<file path="config.mk">
export PLATFORM = sky130hd
export DESIGN_NAME = meas_pred_dec_flat
export DESIGN_NICKNAME = d
export VERILOG_FILES = /design/src/rtl/meas_pred_dec_if.sv /design/src/rtl/meas_pred_dec.sv /design/src/flat_wrapper.sv
export SDC_FILE = /design/constraint.sdc
export NUM_CORES = 2
export LEC_CHECK = 0
export CORE_ASPECT_RATIO = 0.8
export CORE_MARGIN = 4
export CORE_UTILIZATION = 40
export CTS_CLUSTER_DIAMETER = 120
export DETAILED_ROUTE_END_ITERATION = 6
export SKIP_CTS_REPAIR_TIMING = 1
export SLEW_MARGIN = 40
export SYNTH_ARGS = -nofsm -noshare
export SYNTH_HDL_FRONTEND = slang
export SYNTH_SLANG_ARGS = --single-unit
</file>
<file path="constraint.sdc">
create_clock -name clk -period 11.5 [get_ports clk]
set_input_delay 1.15 -clock clk [delete_from_list [all_inputs] [get_ports clk]]
set_output_delay 1.15 -clock clk [all_outputs]
set_load 0.01 [all_outputs]
</file>
<file path="src/rtl/meas_pred_dec_if.sv">
// Block handshake bundle for meas_pred_dec. The err signal exists only when
// MEAS_PRED_DEC_ERR_EN is defined.
interface meas_pred_dec_if #(
  parameter int unsigned MEA_N     = 12,
  parameter int unsigned MB        = 13,
  parameter int unsigned CXW       = 6,
  parameter int unsigned CYW       = 6,
  parameter int unsigned QSTEP_WID = 3
);
  logic                    in_valid;
  logic                    in_ready;
  logic signed [MB-1:0]    y_resQ [MEA_N];
  logic signed [1:0]       code;
  logic [QSTEP_WID-1:0]    Qstep;
  logic                    out_valid;
  logic                    out_ready;
  logic signed [MB-1:0]    y_rec [MEA_N];
  logic [CXW-1:0]          cor_X;
  logic [CYW-1:0]          cor_Y;
  logic                    frame_done;
`ifdef MEAS_PRED_DEC_ERR_EN
  logic                    err;
`endif

  modport master (
    output in_valid, y_resQ, code, Qstep, out_ready,
    input  in_ready, out_valid, y_rec, cor_X, cor_Y, frame_done
`ifdef MEAS_PRED_DEC_ERR_EN
    , input err
`endif
  );

  modport slave (
    input  in_valid, y_resQ, code, Qstep, out_ready,
    output in_ready, out_valid, y_rec, cor_X, cor_Y, frame_done
`ifdef MEAS_PRED_DEC_ERR_EN
    , output err
`endif
  );
endinterface

</file>
<file path="src/rtl/meas_pred_dec.sv">
// Decoder-side measurement-domain intra predictor: rebuilds the candidate and dequantizes.
// Define MEAS_PRED_DEC_ERR_EN to add a sticky err output flagging overridden codes.
module meas_pred_dec #(
  parameter int unsigned BLK_N          = 4,
  parameter int unsigned PIX_WID        = 8,
  parameter int unsigned QSTEP_WID      = 3,
  parameter int unsigned PIC_WID_IN_PIX = 256,
  parameter int unsigned PIC_HT_IN_PIX  = 256
) (
  input  logic           clk,
  input  logic           arst_n,
  input  logic           rst_n,
  meas_pred_dec_if.slave bus
);
  localparam int unsigned PIX_N          = BLK_N * BLK_N;
  localparam int unsigned MEA_N          = PIX_N * 3 / 4;
  localparam int unsigned MEA_WID        = $clog2(PIX_N) + PIX_WID;
  localparam int unsigned MB             = MEA_WID + 1;
  localparam int unsigned PIC_WID_IN_BLK = PIC_WID_IN_PIX / BLK_N;
  localparam int unsigned PIC_HT_IN_BLK  = PIC_HT_IN_PIX / BLK_N;
  localparam int unsigned CXW            = $clog2(PIC_WID_IN_BLK);
  localparam int unsigned CYW            = $clog2(PIC_HT_IN_BLK);
  localparam int unsigned NB_SHIFT       = 1 + $clog2(BLK_N);
  localparam logic [CXW-1:0]     X_LAST     = CXW'(PIC_WID_IN_BLK - 1);
  localparam logic [CYW-1:0]     Y_LAST     = CYW'(PIC_HT_IN_BLK - 1);
  localparam logic [PIX_WID-1:0] CONST_PRED = PIX_WID'(128);

  typedef enum logic [1:0] {StRow, StRowEnd, StFrameEnd} pos_e;

  logic                 out_valid_q, out_valid_d;
  logic signed [MB-1:0] y_rec_q [MEA_N];
  logic signed [MB-1:0] y_rec_d [MEA_N];
  logic [PIX_WID-1:0]   x_le_q, x_le_d;
  logic [PIX_WID-1:0]   top_q [PIC_WID_IN_BLK];
  logic [PIX_WID-1:0]   top_d [PIC_WID_IN_BLK];
  logic [CXW-1:0]       cor_x_q, cor_x_d;
  logic [CYW-1:0]       cor_y_q, cor_y_d;
  logic                 err_q, err_d;

  pos_e                 pos;
  logic                 accept, ovr;
  logic [PIX_WID-1:0]   x_pred, x_le_new, top_new;
  logic [MB-1:0]        cand0, u0, u1, u2, u3, u5, s_le, d_le, s_top, d_top;
  logic signed [MB-1:0] rec_new [MEA_N];

  assign bus.in_ready   = rst_n && (!out_valid_q || bus.out_ready);
  assign accept         = bus.in_valid && bus.in_ready;
  assign bus.out_valid  = out_valid_q;
  assign bus.y_rec      = y_rec_q;
  assign bus.cor_X      = cor_x_q;
  assign bus.cor_Y      = cor_y_q;
  assign bus.frame_done = accept && (pos == StFrameEnd);
`ifdef MEAS_PRED_DEC_ERR_EN
  assign bus.err        = err_q;
`endif

  always_comb begin
    if (cor_x_q != X_LAST)      pos = StRow;
    else if (cor_y_q != Y_LAST) pos = StRowEnd;
    else                        pos = StFrameEnd;
  end

  always_comb begin
    // Neighbours missing on the picture border fall back to the constant predictor.
    ovr = (bus.code == 2'b10) || (cor_x_q == '0 && bus.code == 2'b00) ||
          (cor_y_q == '0 && bus.code == 2'b01);
    if (ovr || bus.code[1]) x_pred = CONST_PRED;
    else if (bus.code[0])   x_pred = top_q[cor_x_q];
    else                    x_pred = x_le_q;
    cand0 = MB'({x_pred, 4'b0000});

    for (int i = 0; i < MEA_N; i++) rec_new[i] = bus.y_resQ[i] <<< bus.Qstep;
    rec_new[0] = rec_new[0] + cand0;

    u0 = rec_new[0];
    u1 = rec_new[1];
    u2 = rec_new[2];
    u3 = rec_new[3];
    u5 = rec_new[5];
    s_le     = u0 + u5;
    d_le     = (s_le >> 1) - u1;
    x_le_new = PIX_WID'(d_le >> NB_SHIFT);
    s_top    = u0 + u3;
    d_top    = (s_top >> 1) - u2;
    top_new  = PIX_WID'(d_top >> NB_SHIFT);
  end

  always_comb begin
    out_valid_d = out_valid_q;
    y_rec_d     = y_rec_q;
    x_le_d      = x_le_q;
    top_d       = top_q;
    cor_x_d     = cor_x_q;
    cor_y_d     = cor_y_q;
    err_d       = err_q;
    if (bus.out_ready) out_valid_d = 1'b0;
    if (accept) begin
      out_valid_d = 1'b1;
      y_rec_d     = rec_new;
      x_le_d      = x_le_new;
      // Bottom row's top values would never be read, so the buffer keeps its contents.
      if (cor_y_q != Y_LAST) top_d[cor_x_q] = top_new;
      if (ovr) err_d = 1'b1;
      unique case (pos)
        StRow:      cor_x_d = cor_x_q + 1'b1;
        StRowEnd: begin
          cor_x_d = '0;
          cor_y_d = cor_y_q + 1'b1;
        end
        StFrameEnd: begin
          cor_x_d = '0;
          cor_y_d = '0;
        end
        default: ;
      endcase
    end
    if (!rst_n) begin
      out_valid_d = 1'b0;
      y_rec_d     = '{default: '0};
      x_le_d      = '0;
      top_d       = '{default: '0};
      cor_x_d     = '0;
      cor_y_d     = '0;
      err_d       = 1'b0;
    end
  end

  always_ff @(posedge clk or negedge arst_n) begin
    if (!arst_n) begin
      out_valid_q <= 1'b0;
      y_rec_q     <= '{default: '0};
      x_le_q      <= '0;
      top_q       <= '{default: '0};
      cor_x_q     <= '0;
      cor_y_q     <= '0;
      err_q       <= 1'b0;
    end else begin
      out_valid_q <= out_valid_d;
      y_rec_q     <= y_rec_d;
      x_le_q      <= x_le_d;
      top_q       <= top_d;
      cor_x_q     <= cor_x_d;
      cor_y_q     <= cor_y_d;
      err_q       <= err_d;
    end
  end
endmodule

</file>
<file path="src/flat_wrapper.sv">
// flat-port wrapper written by rule: the top's interface ports become plain ports
module meas_pred_dec_flat 
#(
  parameter int unsigned BLK_N          = 4,
  parameter int unsigned PIX_WID        = 8,
  parameter int unsigned QSTEP_WID      = 3,
  parameter int unsigned PIC_WID_IN_PIX = 256,
  parameter int unsigned PIC_HT_IN_PIX  = 256
)
  (clk, arst_n, rst_n, bus_in_valid, bus_y_resQ, bus_code, bus_Qstep, bus_out_ready, bus_in_ready, bus_out_valid, bus_y_rec, bus_cor_X, bus_cor_Y, bus_frame_done);
  meas_pred_dec_if #(.QSTEP_WID(QSTEP_WID)) bus_i ();
  input  logic clk;
  input  logic arst_n;
  input  logic rst_n;
  input wire logic [$bits(bus_i.in_valid)-1:0] bus_in_valid;
  input wire logic [$bits(bus_i.y_resQ)-1:0] bus_y_resQ;
  input wire logic [$bits(bus_i.code)-1:0] bus_code;
  input wire logic [$bits(bus_i.Qstep)-1:0] bus_Qstep;
  input wire logic [$bits(bus_i.out_ready)-1:0] bus_out_ready;
  output wire logic [$bits(bus_i.in_ready)-1:0] bus_in_ready;
  output wire logic [$bits(bus_i.out_valid)-1:0] bus_out_valid;
  output wire logic [$bits(bus_i.y_rec)-1:0] bus_y_rec;
  output wire logic [$bits(bus_i.cor_X)-1:0] bus_cor_X;
  output wire logic [$bits(bus_i.cor_Y)-1:0] bus_cor_Y;
  output wire logic [$bits(bus_i.frame_done)-1:0] bus_frame_done;
  assign bus_i.in_valid = bus_in_valid;
  assign bus_i.y_resQ = {>>{bus_y_resQ}};
  assign bus_i.code = bus_code;
  assign bus_i.Qstep = bus_Qstep;
  assign bus_i.out_ready = bus_out_ready;
  assign bus_in_ready = bus_i.in_ready;
  assign bus_out_valid = bus_i.out_valid;
  assign bus_y_rec = {>>{bus_i.y_rec}};
  assign bus_cor_X = bus_i.cor_X;
  assign bus_cor_Y = bus_i.cor_Y;
  assign bus_frame_done = bus_i.frame_done;
  meas_pred_dec #(.BLK_N(BLK_N), .PIX_WID(PIX_WID), .QSTEP_WID(QSTEP_WID), .PIC_WID_IN_PIX(PIC_WID_IN_PIX), .PIC_HT_IN_PIX(PIC_HT_IN_PIX)) u_core (.clk(clk), .arst_n(arst_n), .rst_n(rst_n), .bus(bus_i));
endmodule
</file>
# Word-level counts from Yosys, hierarchy flattened
# Index checks and enable logic that the tools add are counted.
totals:
  reg_bits: 689
  mem_bits_rw: 0
  mem_count: 0
  out_inout_bits: 171
  latch_bits: 0
  rom_bits: 0
  word_cells: 158
  input_bits: 166
classes:
  muxes: 26
  shift: 12
  n_eq_ne: 11
  multipliers: 0
  bitwise: 1
  magnitude_cmp: 2
  addsub: 7
  n_reduce_logical: 19
  div_mod_pow: 0
ops:
  columns: ["operator", "count"]
  rows:
  - ["$mux W512", 3]
  - ["$bwmux W512", 1]
  - ["$mux W156", 2]
  - ["$sshl A13 B3 Y13", 12]
  - ["$mux W8", 7]
  - ["$bmux W8 S6", 1]
  - ["$demux W8 S6", 1]
  - ["$add A12 B12 Y12", 2]
  - ["$mux W6", 4]
  - ["$pmux W6 S2", 2]
  - ["$sub A11 B11 Y11", 2]
  - ["$add A13 B12 Y13", 1]
  - ["$add A6 B1 Y6 const B", 2]
  - ["$logic_not A6 Y1", 2]
  - ["$ne A6 B6 Y1 const B", 2]
  - ["$ge A7 B7 Y1 const B", 1]
  - ["$lt A7 B1 Y1 const B", 1]
  - ["$not A6 Y7", 1]
  - ["$logic_and A1 B1 Y1", 6]
  - ["$ne A3 B1 Y1 const B", 2]
  - ["$reduce_and A2 Y1", 3]
  - ["$eq A2 B1 Y1 const B", 2]
  - ["$eq A2 B2 Y1 const B", 2]
  - ["$logic_not A2 Y1", 2]
  - ["7 further kinds", 14]

# Longest topological paths before layout
depth:
  depth_word: 13
  depth_mapped: 31
  mapped_depth_nobuf: 26

# Worst setup path after synthesis
# OpenSTA, ideal clock, no wires.
synth_timing:
  path_kind: "in2reg"
  from: "in bus_Qstep[0]"
  to: "reg u_core.top_q[159] (netlist bit)"
  setup_time_ns: 0.069
  stages: 27
  t_arrival_ns: 6.512
  path_buffers: 6
  path_slack_ns: 4.919
  t_required_ns: 11.431
  path_cell_list: "buf_2 buf_2 buf_2 buf_2 mux2_2 o21ai_0 o22ai_1 ha_1 fa_1 a21o_1 a21oi_1 o21bai_1 a21oi_1 xnor2_1 ha_1 nand2b_1 nor2_1 a221oi_1 nand3_1 ha_1 nand4_1 o21ai_0 nor2b_1 buf_2 buf_1 o211ai_1 nand3_1"
synth_via:
  elab_chain_cells: 8
  word_cells_on_any_way: 10
  classes_between: "add/sub (3); shift (3); mux (4)"
synth_rtl:
  columns: ["item", "line", "text"]
  rows:
  - ["start: declaration", "flat_wrapper.sv:18", "input wire logic [$bits(bus_i.Qstep)-1:0] bus_Qstep;"]
  - ["$sshl A13 B3 Y13", "meas_pred_dec.sv:72", "for (int i = 0; i < MEA_N; i++) rec_new[i] = bus.y_resQ[i] <<< bus.Qstep;"]
  - ["$add A13 B12 Y13", "meas_pred_dec.sv:73", "rec_new[0] = rec_new[0] + cand0;"]
  - ["$add A12 B12 Y12", "meas_pred_dec.sv:83", "s_top = u0 + u3;"]
  - ["$sub A11 B11 Y11 *", "meas_pred_dec.sv:84", "d_top = (s_top >> 1) - u2;"]
  - ["$bwmux W512 *", "meas_pred_dec.sv:102", "if (cor_y_q != Y_LAST) top_d[cor_x_q] = top_new;"]
  - ["$mux W512 *", "meas_pred_dec.sv:102", null]
  - ["$mux W512 *", "meas_pred_dec.sv:97", "if (accept) begin"]
  - ["$mux W512 *", "meas_pred_dec.sv:117", "if (!rst_n) begin"]
  - ["end signal: assignment", "meas_pred_dec.sv:141", "top_q <= top_d;"]
  - ["end: declaration", "meas_pred_dec.sv:34", "logic [PIX_WID-1:0] top_q [PIC_WID_IN_BLK];"]
# Mark *: on every way between the ends. The rest lies on a longest branch, timed or not. The select of a mux whose other input is x is not followed.
# A chain may end at the register's enable or synchronous reset.

# Final worst setup path
layout_timing:
  from: "reg u_core.cor_x_q[0] (netlist: u_core.bus.cor_X[0])"
  to: "reg u_core.top_q[183] (netlist bit)"
layout_via:
  elab_chain_cells: 13
  word_cells_on_any_way: 23
  classes_between: "add/sub (3); order compare (2); mux (11); bitwise (1); reduce/logical (6)"
layout_rtl:
  columns: ["item", "line", "text"]
  rows:
  - ["start: declaration", "meas_pred_dec.sv:36", "logic [CXW-1:0] cor_x_q, cor_x_d;"]
  - ["start signal: assignment", "meas_pred_dec.sv:142", "cor_x_q <= cor_x_d;"]
  - ["$not A6 Y7 (implied by the code) or $logic_not A6 Y1 (tied branches)", "meas_pred_dec.sv:68, meas_pred_dec.sv:102, meas_pred_dec.sv:65", null]
  - ["$bmux W8 S6 or $logic_and A1 B1 Y1 (tied branches)", "meas_pred_dec.sv:68, meas_pred_dec.sv:65", null]
  - ["$mux W8 (implied by the code) or $logic_or A1 B1 Y1 (tied branches) (2 in a row)", "meas_pred_dec.sv:68, meas_pred_dec.sv:65", null]
  - ["$mux W8 or $logic_or A1 B1 Y1 (tied branches)", "meas_pred_dec.sv:68, meas_pred_dec.sv:67", null]
  - ["$mux W8", "meas_pred_dec.sv:67", "if (ovr || bus.code[1]) x_pred = CONST_PRED;"]
  - ["$add A13 B12 Y13", "meas_pred_dec.sv:73", null]
  - ["$add A12 B12 Y12", "meas_pred_dec.sv:83", null]
  - ["$sub A11 B11 Y11", "meas_pred_dec.sv:84", null]
  - ["$bwmux W512 *", "meas_pred_dec.sv:102", null]
  - ["$mux W512 *", "meas_pred_dec.sv:102", null]
  - ["$mux W512 *", "meas_pred_dec.sv:97", null]
  - ["$mux W512 *", "meas_pred_dec.sv:117", null]
# Marks and branches as above.

==> run_results.csv <==
group,metric,value,unit
power_and_ir_drop,leakage,0.0187,µW
synthesis,syn_nets,4244,
timing,slew_violations,0,
die,start_util,40.6,%
power_and_ir_drop,comb_power_share,32.9,%
power_and_ir_drop,power_frac_seq,33.9,%
routing,vias,33800,
synthesis,ys_ff_latch,689,
grt,met2_usage,41.4,%
grt,use_met3,8.68,%
placement,gp_congestion,0.958,
clock_network,insertion_delay,0.64,ns
critical_path,critPathRequiredTime,12.07,ns
clock_network,cts_max_level,3,
grt,gr-total-overflow,0,
final_layout,drive_gt1_share,10.8,%
routing,routedWlPerCell,27.0,µm
routing,ant_nets,0,
timing,fin_tns_setup,0,ns
timing,relSlewSlack,34.4,%
power_and_ir_drop,swShare,39.5,%
worst_hold_path,hold_class,"input port to async pin",
power_and_ir_drop,internal_power,4570,µW
grt,grt_max_degree,141,
die,rows,100,
critical_path,endpoint_kind,"register",
routing,via_per_inst,6.26,
grt,grt_pass1_wl,219000,µm
die,dieWidth,352,µm
critical_path,r2r_slack,2.96,ns
grt,antenna_found_initial,6,
timing,setup_violations,0,
die,dieArea,99900,µm²
final_layout,fillCellCount,8837,
power_and_ir_drop,power,7560,µW
timing,whs,0.434,ns
final_layout,multi_input_area,19000,µm²
synthesis,synth_edf_count,0,
synthesis,async_flop_share,100,%
synthesis,yosys_warnings,0,
critical_path,r2r_cells,26,
timing,worst_slew_pin_slew,0.985,ns
synthesis,syn_area,38000,µm²
power_and_ir_drop,power_frac_clock,33.3,%
flow_run,max_cap_violations,0,
routing,dr.pass1.iters,6,
power_and_ir_drop,p_switching,2980,µW
final_layout,regArea,17300,µm²
synthesis,syn_area_per_cell,9.43,µm²
critical_path,cp-endpoint,"u_core.top_q[183]",
final_layout,nets,4327,
clock_network,cts.path.max_buffers,3,
routing,drc,0,
critical_path,criticalPathCategory,"register to register",
clock_network,clkTransAtPathRegs,0.07,ns
power_and_ir_drop,max-vdd-ir-drop,0.392,mV
routing,drtIter0Drc,4403,
timing,min_period_over_period,74.3,%
power_and_ir_drop,pwr_density_cell,170,nW/µm²
timing,hold_viol,0,
synthesis,yosysUniqueCellTypes,71,
synthesis,seq_area_frac_synth,45.4,%
clock_network,cts_tree,"yes",
critical_path,reg2reg_to,"u_core.top_q[183]",
timing,timing.fmax,117,MHz
run_status,status,"finished clean",
critical_path,startpoint,"u_core.bus.cor_X[0]",
clock_network,cts_made_buffers,75,
synthesis,synth_ff_type,"dfrtp_1",
grt,grt_util_all_layers,28.3,%
critical_path,cp_max_fo,35,
clock_network,cts_sinks,689,
die,fp.dieH,284,µm
grt,gr-max-usage-layer,"met2",
grt,grt_pass1_vias,32700,
timing,fin_crit,8.54,ns
die,ios,337,
timing,rsz0062_at_grt,"false",
critical_path,r2r-start,"u_core.bus.cor_X[0]",
synthesis,synthesis.instances,4025,
placement,io_buffers,336,
grt,grt_use_met1,40.0,%
die,core_area,93600,µm²
critical_path,worstSetupStartpointType,"register",
critical_path,cp.arrival,9.11,ns
timing,fin_worst_skew,0.0250,ns
placement,dp_hpwl,97700,µm
final_layout,area_delta_synth_final,17.3,%
clock_network,cts-root-buf,"clkbuf_16",
routing,routed_wl,145000,µm
## cell families after synthesis
kind of cell             after synthesis  share of synthesized area [%]
flip-flops                           689                           45.4
buffers and inverters                429                           4.78
adder cells (fa/ha/maj)               53                           1.81
multiplexers                         327                           11.2
AND/OR/NAND/NOR                     1277                           15.6
AO/OA/AOI/OAI                       1203                           19.8
XOR/XNOR                              47                           1.33
## layout make-up
cell class / instances / area share (%)
Clock buffer: 113 / 4.99
Sequential cell: 689 / 38.8
Multi-Input combinational cell: 2907 / 42.8
Clock inverter: 19 / 0.599
Inverter: 25 / 0.214
Timing Repair Buffer: 410 / 9.22
Tap cell: 1224 / 3.44
Antenna cell: 2 / 0.0112
## cells in the mapped netlist, types with 5 or more instances
master       n  area, µm²
clkbuf_2    13       65.1
a2bb2oi_1    5       43.8
and3_1      10       62.6
xor2_1      16        140
o21a_1       8       60.1
nor2b_1     27        169
a21oi_1    118        591
nor2_1     183        687
o221ai_1     5       43.8
xnor2_1     25        219
a22oi_1     33        248
a21boi_0     6       45.0
o22ai_1     22        138
mux2_2      84        946
inv_1       23       86.3
o21ai_2     51        447
dfrtp_1    689      17200
buf_6       13        146
mux4_2      69       1550
ha_1        50        626
a222oi_1     8       80.1
a22o_1      40        350
a211oi_1    19        143
a221oi_1    79        692
buf_2       69        345
and2_1      24        150
nand3_1    690       3450
nand2_1    293       1100
a31oi_1     23        144
o21ai_0    597       2990
nor3_1      16       80.1
buf_1       33        124
a21o_1      13       97.6
or3_1        8       50.1
nand2b_1     9       56.3
o2111ai_1   22        193
mux2i_1    174       1740
clkbuf_1   275       1030
o211ai_1   119        893
## through the flow
| stage | util (%) | cells | setup WS, ns | area (µm²) |
|---|---|---|---|---|
| 3_3_place_gp | 44.7 | 5250 | 3.21 | 41800 |
| 4_1_cts | 47.5 | 5386 | 3.14 | 44500 |
| 2_1_floorplan | - | 4025 | 4.92 | 38000 |
| 6_report | 47.6 | 5389 | 2.96 | 44500 |
| 5_1_grt | 47.6 | 5387 | 2.48 | 44500 |
| 3_5_place_dp | 44.8 | 5254 | 3.19 | 42000 |
## sequential cells by signal, indices dropped and copies added (netlist names)
name and flops:
u_core.bus.cor_Y 6, u_core.bus.out_valid 1, u_core.x_le_q 8, u_core.bus.cor_X 6, u_core.bus.y_rec 156, u_core.top_q 512
## layer usage
metal  vias up  wire, µm
met5         -        46
met4         6      5130
met3       299     15500
met2      1749     62200
met1     16700     62500
li1      15000         -
## power by group through the flow
stage / Sequential, µW / Combinational (µW) / Clock, µW
global placement: 2600 / 2390 / 0
global route: 2560 / 2620 / 2650
finish: 2560 / 2480 / 2520
detailed placement: 2600 / 2430 / 0
floorplan: 2590 / 1550 / 0
CTS: 2560 / 2440 / 2550
## worst min path at each step
stage,startpoint,to,cells past startpoint
2_1_floorplan,u_core.x_le_q[6],u_core.x_le_q[6],2
3_3_place_gp,u_core.bus.y_rec[1],u_core.bus.y_rec[1],2
3_5_place_dp,u_core.bus.y_rec[80],u_core.bus.y_rec[80],2
4_1_cts,arst_n,u_core.top_q[187],1
5_1_grt,arst_n,u_core.top_q[187],1
6_report,arst_n,u_core.top_q[187],1
## critical path: stages, from the launching register on
cell and delay [ns]:
dfrtp_4 0.71, clkinv_1 0.73, buf_4 0.49, a221oi_1 0.23, nor2_1 0.07, a221oi_1 0.47, o21ai_0 0.16, a2111oi_0 0.53
a21oi_1 0.21, ha_1 0.38, a21o_1 0.17, a21oi_1 0.22, o21bai_1 0.09, a21oi_1 0.21, xnor2_1 0.22, ha_1 0.34
nand2b_1 0.12, nor2_1 0.05, a221oi_1 0.25, nand3_1 0.12, ha_1 0.44, nand4_1 0.15, o21ai_0 0.46, nor2b_4 0.75
buf_4 0.54, o2111ai_1 0.15, nand3_1 0.15
## placed cells by master, fill, tap and decap left out, drive strengths merged, types with 10 or more instances in the layout
cell type	synthesis	final
a21oi	121	121
inv	23	26
a22o	40	40
o22ai	22	22
a31oi	23	23
a211oi	19	19
a22oi	33	33
dfrtp	689	689
a21o	13	13
nor3	16	16
nand2b	10	10
xnor2	25	25
buf	116	78
o2111ai	22	22
clkbuf	288	114
xor2	18	18
nand3	690	690
and3	10	10
a221oi	80	80
mux2	84	84
and2	24	24
mux4	69	69
mux2i	174	174
nor2	184	184
o21ai	651	651
nand2	293	293
clkdlybuf4s50	0	331
o211ai	119	119
ha	50	50
nor2b	27	27
No activity file was read; power rests on OpenSTA's default activity.
